**src/rtl/dmi_core_req_buffer.sv**
```systemverilog
// dmi_core_req_buffer
// Core-clock stage behind the JTAG-to-core synchronizer. It turns one
// reg_en pulse into exactly one valid/ready request to the debug module,
// then waits for the single-cycle response. Read data and sticky error
// status go back to the JTAG-side DMI register.
//
// Optional build macro: DMI_REQ_TIMEOUT_EN
//   When defined, a 16-bit cycle counter aborts a request that has had no
//   handshake or response after TIMEOUT_CYCLES cycles. When undefined,
//   REQ and RSP wait indefinitely and TIMEOUT_CYCLES is only range-checked.
//
// state | meaning
// ------+---------------------------------------------------------------
// IDLE  | no access outstanding, next reg_en is captured
// REQ   | dm_req_valid high, payload held until dm_req_ready
// RSP   | request accepted, waiting for dm_rsp_valid
module dmi_core_req_buffer #(
  parameter int unsigned AW             = 7,
  parameter int unsigned DW             = 32,
  parameter int unsigned TIMEOUT_CYCLES = 255
) (
  input  logic          clk,
  input  logic          rst_n,
  input  logic          reg_en,
  input  logic          reg_wr_en,
  input  logic [AW-1:0] reg_addr,
  input  logic [DW-1:0] reg_wdata,
  output logic          dm_req_valid,
  input  logic          dm_req_ready,
  output logic          dm_req_we,
  output logic [AW-1:0] dm_req_addr,
  output logic [DW-1:0] dm_req_wdata,
  input  logic          dm_rsp_valid,
  input  logic [DW-1:0] dm_rsp_rdata,
  input  logic          dm_rsp_err,
  output logic [DW-1:0] rd_data,
  output logic          busy,
  output logic [1:0]    err_status,
  input  logic          err_clr
);

  typedef enum logic [1:0] {
    IDLE = 2'd0,
    REQ  = 2'd1,
    RSP  = 2'd2
  } state_t;

  state_t     state;
  logic       req_hs;
  logic       rsp_hit;
  logic       tmo;
  logic       abort;
  logic [1:0] err_set;

  // Out-of-range timeout values are rejected at elaboration in every build.
  if (TIMEOUT_CYCLES < 1 || TIMEOUT_CYCLES > 65535) begin : g_bad_timeout
    $error("dmi_core_req_buffer: TIMEOUT_CYCLES must be 1..65535");
  end

`ifdef DMI_REQ_TIMEOUT_EN
  localparam logic [15:0] TIMEOUT_TC = 16'(TIMEOUT_CYCLES);

  logic [15:0] tmo_cnt;

  // Cycle counter: held at zero in IDLE so it starts from zero on REQ entry.
  always_ff @(posedge clk or negedge rst_n) begin
    if (!rst_n) begin
      tmo_cnt <= '0;
    end else if (state == IDLE) begin
      tmo_cnt <= '0;
    end else begin
      tmo_cnt <= tmo_cnt + 16'd1;
    end
  end

  assign tmo = (state != IDLE) && (tmo_cnt == TIMEOUT_TC);
`else
  assign tmo = 1'b0;
`endif

  assign req_hs  = (state == REQ) && dm_req_ready;
  assign rsp_hit = (state == RSP) && dm_rsp_valid;
  // A handshake or response in the terminal cycle beats the timeout.
  assign abort   = tmo && !req_hs && !rsp_hit;

  // Error events this cycle: [0] DM error or abort, [1] overrun.
  always_comb begin
    err_set = 2'b00;
    if ((state != IDLE) && reg_en) begin
      err_set[1] = 1'b1;
    end
    if (rsp_hit && dm_rsp_err) begin
      err_set[0] = 1'b1;
    end
    if (abort) begin
      err_set[0] = 1'b1;
    end
  end

  // Sticky error bits; a new event wins over a coincident clear.
  always_ff @(posedge clk or negedge rst_n) begin
    if (!rst_n) begin
      err_status <= 2'b00;
    end else begin
      err_status <= (err_clr ? 2'b00 : err_status) | err_set;
    end
  end

  // Request/response sequencer with registered channel outputs.
  always_ff @(posedge clk or negedge rst_n) begin
    if (!rst_n) begin
      state        <= IDLE;
      dm_req_valid <= 1'b0;
      dm_req_we    <= 1'b0;
      dm_req_addr  <= '0;
      dm_req_wdata <= '0;
      rd_data      <= '0;
      busy         <= 1'b0;
    end else begin
      case (state)
        IDLE: begin
          if (reg_en) begin
            dm_req_addr  <= reg_addr;
            dm_req_wdata <= reg_wdata;
            dm_req_we    <= reg_wr_en;
            dm_req_valid <= 1'b1;
            busy         <= 1'b1;
            state        <= REQ;
          end
        end
        REQ: begin
          if (req_hs) begin
            dm_req_valid <= 1'b0;
            state        <= RSP;
          end else if (abort) begin
            dm_req_valid <= 1'b0;
            busy         <= 1'b0;
            state        <= IDLE;
          end
        end
        RSP: begin
          if (rsp_hit) begin
            if (!dm_req_we && !dm_rsp_err) begin
              rd_data <= dm_rsp_rdata;
            end
            busy  <= 1'b0;
            state <= IDLE;
          end else if (abort) begin
            busy  <= 1'b0;
            state <= IDLE;
          end
        end
        default: begin
          dm_req_valid <= 1'b0;
          busy         <= 1'b0;
          state        <= IDLE;
        end
      endcase
    end
  end

endmodule

```
**config.mk**
```make
export PLATFORM = sky130hd
export DESIGN_NAME = dmi_core_req_buffer
export DESIGN_NICKNAME = d
export VERILOG_FILES = /design/src/rtl/dmi_core_req_buffer.sv
export SDC_FILE = /design/constraint.sdc
export NUM_CORES = 1
export LEC_CHECK = 0
export ABC_CLOCK_PERIOD_IN_PS = 2000
export BUFFER_PORTS_ARGS = -buffer_cell sky130_fd_sc_hd__buf_2
export CELL_PAD_IN_SITES_DETAIL_PLACEMENT = 1
export CELL_PAD_IN_SITES_GLOBAL_PLACEMENT = 1
export CORE_ASPECT_RATIO = 1.1
export CORE_MARGIN = 4
export CORE_UTILIZATION = 25
export DETAILED_ROUTE_END_ITERATION = 7
export PLACE_DENSITY_LB_ADDON = 0.1
export SLEW_MARGIN = 40
export SYNTH_ARGS = -nofsm -noshare
export SYNTH_HDL_FRONTEND = slang
export SYNTH_SLANG_ARGS = --single-unit
```
**constraint.sdc**
```tcl
create_clock -name clk -period 2 [get_ports clk]
set_input_delay 0.2 -clock clk [delete_from_list [all_inputs] [get_ports clk]]
set_output_delay 0.2 -clock clk [all_outputs]
set_load 0.01 [all_outputs]
```
==> key figures <==
Critical path
  – Critical path type: flip-flop to flip-flop
  – CP top delay family: simple AND/OR/NAND/NOR gates
  – Critical path endpoint category: flip-flop
  – CP max FO: 32
  – Worst reg2reg setup slack: ~170 ps
  – Worst Setup SP: state[1]
  – CP Data Arrival Time: between 2000 and 2500 ps
  – R2r endpoint: rd_data[31]
  – CP max stage delay: 590 ps
  – Worst path cell trace: nand2b_1, or4_2, buf_12, mux2_1
  – Critical path launch point type: flip-flop
  – Bufs and invs on worst path: 1
  – Slowest-stage cell, CP: or4_2
  – Critical Path RT: 2210 ps
  – R2R cell count: 4
  – R2r startpoint: state[1]

STA
  – RSZ-0062 raised after global routing: no
  – Final Skew: between 4 and 5 ps
  – Final Hold Vio Count: 0
  – Fin crit period: 1830 ps
  – FMAX: between 500 and 600 MHz
  – Final setup TNS: 0 ps
  – Slew Viols, Final: 0
  – Tcrit/Tclk final: 0.917
  – Worst-Margin Slew: between 200 and 300 ps
  – Final Setup Violations: 0
  – Slew headroom: 0.815

Yosys
  – Yosys warns: 0
  – Synth area leaders: dfrtp_1, mux2_4, mux2_2
  – Top_reg_cell synth: dfrtp_1
  – Sequential share of the synthesized area: 0.632
  – EDFF count, synth: 0
  – Largest family of logic cells by synthesized area: multiplexers
  – Post-Syn Nets: 260
  – Simple-gate share of the synthesized area: 0.0162
  – FFs w/ async S/R, synth: 1.00
  – Syn Inst Count: roughly 180
  – Syn avg cell area: between 15 and 20 µm²
  – Post-synthesis mux area share: 0.302
  – Largest area contributor in the netlist: dfrtp_1
  – Post-synthesis cell area: 3090 µm²
  – Adder-Cell Fraction of Synth Area: 0
  – Count leader, synth: dfrtp_1
  – Seq cells post-synth: 78
  – Synth Area in Compound Gates: 0.0130
  – Cell variety after synth: 20
  – Commonest cells post-synth: dfrtp_1, mux2_2, mux2_4, mux2_1, inv_1
  – Post-synth top area share: 0.632
  – XOR/XNOR Fraction of Synth Area: 0

Routing
  – DR WL/cell: 15.3 µm
  – Vias: 2097
  – Antenna Violating Nets Remaining: 0
  – Iter 0 DRT Violations: 83
  – Post-Route WL: 7.69 mm
  – DRC: 0
  – Drt pass-1 iters: 2
  – Vias per inst: 4.16

Clock tree
  – CTS tree: built
  – Reg clk slew, reported paths: around 60 ps
  – Total CTS buffers: 9
  – Worst-Skew Late Latency: 330 ps
  – Bufs on Longest Clock Path: 2
  – # clock sinks: 78
  – # Post-CTS Setup Buffers: 0
  – Number of H-tree levels: 3
  – CTS root buf: clkbuf_16

Power and ir drop
  – Pwr dens: 1530 nW/µm²
  – NetSw: 2.01 mW
  – Leakage: 2.27 nW
  – Worst-case vdd ir drop: ~0.0005 V
  – Combinational power share: 0.343
  – Int Power: 4.68 mW
  – Reg power frac: 0.398
  – Clk pwr share: 0.259
  – Switch share: 0.300

Floorplanning
  – Die extent in y: 125 µm
  – Die area: between 10000 and 15000 µm²
  – Initial core utilization: 0.256
  – Core ar.: 12100 µm²
  – Cell Rows: 42
  – Top Ports: 155
  – Chip width: 114 µm

Global routing
  – Busiest grt layer: met2
  – First-pass GRT wire length: 12.4 mm
  – Largest net degree at the start of global routing: 43
  – Overflow after GRT: 0
  – Initial antenna violation count: 0
  – Vias in the first global route: 2318
  – Met3 usage: 0.0462
  – Tot GR Track Use: 0.112
  – GRT met2 Usage: 0.169
  – Global Route met1 Usage: 0.143

Min path
  – Worst min-delay path category: input pin to flip-flop
  – Min-delay src: err_clr
  – WHS Endpoint: err_status[0]
  – Hold path depth: 2

Finish
  – Post-layout util: 0.362
  – N_diodes: 0
  – Layout Nets: 424
  – Syn-to-layout area delta: 41.6%
  – Layout cells sized above 1: 0.691

Place
  – Final HPWL DP: 5.77 mm
  – Gpl congestion: between 0.7 and 0.8
  – Buffers on Ports: 154

Job
  – Max cap viols: 0

Status
  – Outcome: finished, final reports clean
==> worst max path at each step <==
stage	end	slack, ps	depth (start not counted)
after floorplan	rd_data[10]	310	5
after CTS	rd_data[31]	150	4
after global routing	rd_data[31]	90	4
after global placement	rd_data[0]	210	4
final	rd_data[31]	170	4
after detailed placement	rd_data[31]	160	4
==> power groups by stage <==
stage	Combinational, mW	Sequential (mW)	Clock, mW
finish	2.30	2.66	1.73
global route	2.48	2.77	1.89
CTS	2.36	2.68	1.79
detailed placement	2.35	2.69	0
global placement	2.32	2.69	0
floorplan	0.931	3.04	0
==> kinds of logic after synthesis <==
family | Yosys count
flops | 78
compound gates | 7
simple gates | 9
mux | 73
buf+inv | 14
==> layout make-up <==
class / instances / area [µm²]
Fill cell: 1319 / 7710
Inverter: 6 / 22.5
Tap cell: 154 / 193
Clock buffer: 10 / 229
Timing Repair Buffer: 161 / 866
Sequential cell: 78 / 1950
Clock inverter: 6 / 86.3
Multi-Input combinational cell: 89 / 1030
==> flip-flops by register name (all words and copies together), names as in the netlist <==
signal and count:
busy 1, dm_req_addr 7, dm_req_valid 1, dm_req_wdata 32, dm_req_we 1, err_status 2, rd_data 32, state 2
==> stage by stage <==
step	total power [mW]	hold WS (ps)	setup WS [ps]	instances	cell area [µm²]
after floorplan	3.97	-95.6	310	181	3090
after global placement	5.01	83.3	208	487	4050
after detailed placement	5.05	84.6	164	487	4050
after CTS	6.84	53.4	151	504	4370
after global routing	7.14	71.6	85.2	504	4370
final	6.69	65.8	166	504	4370
==> cells in the final DEF (no fill, tap or decap), drive strengths merged, types with 2 or more instances in the layout <==
cell type and n:
clkinv 3, buf 160, nor2 3, o21ai 4, inv 6, bufinv 2
dfrtp 78, mux2 72, clkbuf 10
==> per-layer routing <==
metal,wire (µm),vias up
met1,3320,1037
met3,770,8
met2,3490,95
li1,-,957
met5,0,-
met4,113,0
==> repair_timing <==
item	CTS	global route
hold endpoints to repair	15	0
hold buffers	1	0
gates resized for setup	0	0
Note: power is estimated with default switching activity, not from simulation.
